===== src/rtl/logic_unit_arbiter.sv =====
// logic_unit_arbiter: round-robin arbiter sharing one bitwise logic unit between two requesters
module logic_unit_arbiter #(
    parameter int WIDTH = 4
) (
    input  logic             clk,
    input  logic             rst_n,
    input  logic             req0_valid,
    output logic             req0_ready,
    input  logic [1:0]       req0_op,
    input  logic [WIDTH-1:0] req0_a,
    input  logic [WIDTH-1:0] req0_b,
    input  logic             req1_valid,
    output logic             req1_ready,
    input  logic [1:0]       req1_op,
    input  logic [WIDTH-1:0] req1_a,
    input  logic [WIDTH-1:0] req1_b,
    output logic             rsp_valid,
    input  logic             rsp_ready,
    output logic             rsp_id,
    output logic [WIDTH-1:0] rsp_result
);
    typedef enum logic [1:0] {IDLE, EXEC, RESP} state_t;
    state_t state_q, state_d;
    logic last_grant_q, last_grant_d, id_q, id_d, rsp_valid_q, rsp_valid_d, grant, idle;
    logic [1:0] op_q, op_d;
    logic [WIDTH-1:0] a_q, a_d, b_q, b_d, result_q, result_d;
    always_ff @(posedge clk or negedge rst_n) begin
        if (!rst_n) begin
            state_q      <= IDLE;
            last_grant_q <= 1'b1;
            id_q         <= 1'b0;
            rsp_valid_q  <= 1'b0;
            op_q         <= '0;
            a_q          <= '0;
            b_q          <= '0;
            result_q     <= '0;
        end else begin
            state_q      <= state_d;
            last_grant_q <= last_grant_d;
            id_q         <= id_d;
            rsp_valid_q  <= rsp_valid_d;
            op_q         <= op_d;
            a_q          <= a_d;
            b_q          <= b_d;
            result_q     <= result_d;
        end
    end
    always_comb begin
        state_d      = state_q;
        last_grant_d = last_grant_q;
        id_d         = id_q;
        rsp_valid_d  = rsp_valid_q;
        op_d         = op_q;
        a_d          = a_q;
        b_d          = b_q;
        result_d     = result_q;
        grant        = (req0_valid && req1_valid) ? ~last_grant_q : req1_valid;
        idle         = rst_n && (state_q == IDLE);
        req0_ready   = idle && req0_valid && !grant;
        req1_ready   = idle && req1_valid && grant;
        case (state_q)
            IDLE: if (req0_valid || req1_valid) begin
                state_d = EXEC;
                id_d    = grant;
                op_d    = grant ? req1_op : req0_op;
                a_d     = grant ? req1_a : req0_a;
                b_d     = grant ? req1_b : req0_b;
            end
            EXEC: begin
                result_d    = op_q == 2'b00 ? (a_q & b_q) :
                              op_q == 2'b01 ? (a_q | b_q) :
                              op_q == 2'b10 ? (a_q ^ b_q) : ~a_q;
                rsp_valid_d = 1'b1;
                state_d     = RESP;
            end
            RESP: if (rsp_ready) begin
                state_d      = IDLE;
                rsp_valid_d  = 1'b0;
                last_grant_d = id_q;
            end
            default: state_d = IDLE;
        endcase
    end
    assign rsp_valid  = rsp_valid_q;
    assign rsp_id     = id_q;
    assign rsp_result = result_q;
endmodule


===== config.mk =====
export PLATFORM = sky130hd
export DESIGN_NAME = logic_unit_arbiter
export DESIGN_NICKNAME = d
export VERILOG_FILES = /design/src/rtl/logic_unit_arbiter.sv
export SDC_FILE = /design/constraint.sdc
export NUM_CORES = 1
export LEC_CHECK = 0
export CAP_MARGIN = 20
export CORE_AREA = 4 4 58 60
export DETAILED_ROUTE_END_ITERATION = 16
export DIE_AREA = 0 0 62 64
export GPL_ROUTABILITY_DRIVEN = 0
export PLACE_DENSITY_LB_ADDON = 0.12
export SYNTH_ARGS = -nofsm -noshare
export SYNTH_HDL_FRONTEND = slang
export SYNTH_SLANG_ARGS = --single-unit

===== constraint.sdc =====
create_clock -name clk -period 4.9 [get_ports clk]
set_input_delay 1.47 -clock clk [delete_from_list [all_inputs] [get_ports clk]]
set_output_delay 1.47 -clock clk [all_outputs]
set_load 0.005 [all_outputs]

==> qor.csv, run 1 <==
metric,value,unit
count of yosys warnings during synthesis,0,
die width,62,um
largest fanout on the critical path,3,
CP peak stage delay,0.48,ns
Max-slew headroom,0.823,
relative area change from synthesis to final layout,36.4,%
total I/O pin count,33,
clock transition at the registers of the reported paths,0.11,ns
Setup Viol. Count Final,0,
cells on worst reg2reg path,4,
post-route total power,756,uW
required time of the critical path,3.43,ns
Via-to-Cell Ratio,4.95,
kind of capture point of the worst setup path,output pin,
critical path depth in cells,4,
number of nets with antenna violations after routing,0,
number of distinct library cells after synthesis,19,
"FF+latch count, synth",19,
highest clock frequency the design can meet,233,MHz
Synth Net Count,122,
Worst Hold Depth,2,
CORE AREA,2930,sq um
CTS tree,yes,
RSZ-0062 raised after global routing,false,
hold buffer count at CTS,0,
number of buffer and inverter stages on the critical path,2,
chip height,64,um
placed cell count,155,
Worst Skew,0.00850,ns
number of buffers on the longest clock path,2,
crit share post-route,0.877,
"Cell Area, Synth",1100,sq um
clock tree root driver cell,sky130_fd_sc_hd__clkbuf_4,
fraction of final layout cells with drive strength greater than 1,0.135,
number of antenna violations at the first check in global routing,0,
run status,finished clean,
total number of H-tree levels,1,
average instance area after synthesis,12.3,sq um
starting density of the core,0.374,
Total Negative Setup Slacks,0,ns
crit start category,primary input,
reg-to-reg setup timing slack,3.27,ns
total global routing overflow,0,
maximum number of pins on one net before global-route repair,20,
via count,787,
routed length per instance,12.4,um
Final Routed Wirelength,1970,um
Layout Nets,160,
maximum VDD drop,0.000289,V
area enclosed by the die boundary,3970,sq um
cell count after synthesis,89,
std cell rows,20,
cell breakdown of the critical path,clkdlybuf4s50_1 -> a21bo_2 -> and4_1 -> clkdlybuf4s50_1,
post_cts resized,0,
max-slew violation count,0,
Crit Path Class,in2out,
cell repeated most along the worst path,sky130_fd_sc_hd__clkdlybuf4s50_1,
register area share after synthesis,0.435,
critical path's slowest cell,sky130_fd_sc_hd__clkdlybuf4s50_1,
power per standard cell area,506,nW/um^2
post-CTS setup-driven buffer insertion count,0,
dpl hpwl,1510,um
Final Critical Period,4.30,ns
Num CTS Buffers,3,
final hold violation count,0,
number of DRC violations after detailed routing,0,
antenna diode count,0,
clock latency reported for the late side of the worst-skew pair,0.30,ns
TritonCTS Sinks,19,
Leakage Power,0.740,nW
global-route wire length before repair,3320,um
via count of the first global-routing pass,772,
Overall Global Routing Usage,0.114,
max-cap check violation count,0,
worst min-delay path class,reg2reg,
measured slew at the worst slew-check pin,0.266,ns
data arrival at the endpoint of the critical path,2.83,ns
detailed-router iteration count before antenna repair,4,
Buffers on Ports,32,
"number of standard cells in the layout, taps in and fillers out",159,
iteration-0 DRC count of the detailed router,32,
kind of cell adding the most delay to the critical path,buffers and inverters,
==> worst paths after layout <==
path                                      startpoint                   endpoint
min in group asynchronous                      rst_n     state_q[1]$_DFFE_PN0P_
max in group asynchronous                      rst_n   last_grant_q$_DFFE_PN1P_
hold reg to reg            rsp_result[1]$_DFFE_PN0P_  rsp_result[1]$_DFFE_PN0P_
hold / removal             rsp_result[1]$_DFFE_PN0P_  rsp_result[1]$_DFFE_PN0P_
setup reg to reg            last_grant_q$_DFFE_PN1P_        op_q[1]$_DFFE_PN0P_
setup / recovery                          req1_valid                 req0_ready
==> state kept, by name (all words and copies together), names as in the netlist <==
signal and cells:
a_q 4, b_q 4, rsp_result 4, op_q 2, state_q 2, last_grant_q 1, rsp_id 1, rsp_valid 1
==> synth_stat cells <==
library cell	instances	area share
sky130_fd_sc_hd__nand2_1	3	0.010
sky130_fd_sc_hd__nand2b_1	2	0.011
sky130_fd_sc_hd__mux4_1	4	0.096
sky130_fd_sc_hd__and4_1	1	0.0080
sky130_fd_sc_hd__dfstp_2	1	0.024
sky130_fd_sc_hd__mux2_2	8	0.082
sky130_fd_sc_hd__ha_1	8	0.091
sky130_fd_sc_hd__nor3_1	1	0.0046
sky130_fd_sc_hd__a21o_1	1	0.0069
sky130_fd_sc_hd__buf_4	1	0.0069
sky130_fd_sc_hd__nor2_1	2	0.0069
sky130_fd_sc_hd__mux2i_1	16	0.15
sky130_fd_sc_hd__nand3b_1	1	0.0069
sky130_fd_sc_hd__o21ai_0	3	0.014
sky130_fd_sc_hd__buf_2	1	0.0046
sky130_fd_sc_hd__inv_1	15	0.051
sky130_fd_sc_hd__a21oi_1	2	0.0091
sky130_fd_sc_hd__a21bo_2	1	0.0091
sky130_fd_sc_hd__dfrtp_1	18	0.41
==> cell usage in the layout (no fill, tap or decap) <==
cell and instances:
sky130_fd_sc_hd__a21oi_1 2, sky130_fd_sc_hd__dfrtp_1 18, sky130_fd_sc_hd__mux2_2 8, sky130_fd_sc_hd__ha_1 8, sky130_fd_sc_hd__and4_1 1, sky130_fd_sc_hd__buf_4 3
sky130_fd_sc_hd__a21o_1 1, sky130_fd_sc_hd__nor2_1 2, sky130_fd_sc_hd__nand2_1 3, sky130_fd_sc_hd__o21ai_1 1, sky130_fd_sc_hd__nand2b_1 2, sky130_fd_sc_hd__clkdlybuf4s50_1 32
sky130_fd_sc_hd__o21ai_0 2, sky130_fd_sc_hd__dfstp_2 1, sky130_fd_sc_hd__clkinv_2 1, sky130_fd_sc_hd__clkbuf_4 3, sky130_fd_sc_hd__mux2i_1 16, sky130_fd_sc_hd__inv_1 15
sky130_fd_sc_hd__nand3b_1 1, sky130_fd_sc_hd__a21bo_2 1, sky130_fd_sc_hd__mux4_1 4, sky130_fd_sc_hd__nor3_1 1
==> layout make-up <==
class | instances | area [sq um]
Clock buffer | 3 | 22.5
Clock inverter | 1 | 5.00
Fill cell | 284 | 1430
Inverter | 15 | 56.3
Multi-Input combinational cell | 53 | 551
Sequential cell | 19 | 477
Tap cell | 33 | 41.3
Timing Repair Buffer | 35 | 343
==> where the power goes <==
| group | switching, mW | internal, mW |
|---|---|---|
| combinational | 0.140 | 0.233 |
| clock | 0.0483 | 0.0304 |
| sequential | 0.0633 | 0.241 |
==> per-stage QoR <==
| step | hold slack [ns] | cell area [sq um] | setup slack, ns | utilization |
|---|---|---|---|---|
| floorplan | 0.473 | 1100 | 1.29 | - |
| global placement | 0.478 | 1470 | 0.631 | 0.501 |
| detailed placement | 0.485 | 1470 | 0.605 | 0.501 |
| CTS | 0.512 | 1500 | 0.599 | 0.511 |
| global route | 0.545 | 1500 | 0.517 | 0.511 |
| finish | 0.505 | 1500 | 0.603 | 0.511 |
==> worst min-delay path: stages (launching register included) <==
cell,delay (ns)
sky130_fd_sc_hd__dfrtp_1,0.37
sky130_fd_sc_hd__nand2_1,0.05
sky130_fd_sc_hd__o21ai_0,0.06
==> cells by family (layout without fill, tap and decap cells) <==
| kind of cell | count (synthesis) | count (layout) | share of synthesized area |
|---|---|---|---|
| AOI/OAI and AO/OA | 7 | 7 | 0.0388 |
| adders and majority gates | 8 | 8 | 0.0913 |
| muxes | 28 | 28 | 0.324 |
| and+or+nand+nor | 10 | 10 | 0.0479 |
| DFF | 19 | 19 | 0.435 |
| buffers and inverters | 17 | 54 | 0.0628 |
==> metal layers <==
metal	wire length [um]	up-vias	global-route usage
met5	0	-	0
met1	829	382	0.131
met3	122	2	0.0364
li1	-	384	-
met4	18	0	0.0318
met2	1000	19	0.196
(Power assumes the default switching activity.)
==> run 2, diff against run 1 <==
Settings changed: SLEW_MARGIN set to 0.
==> results of run 2 <==
Same layout as run 1: the final DEF is identical, and so are final timing and power.
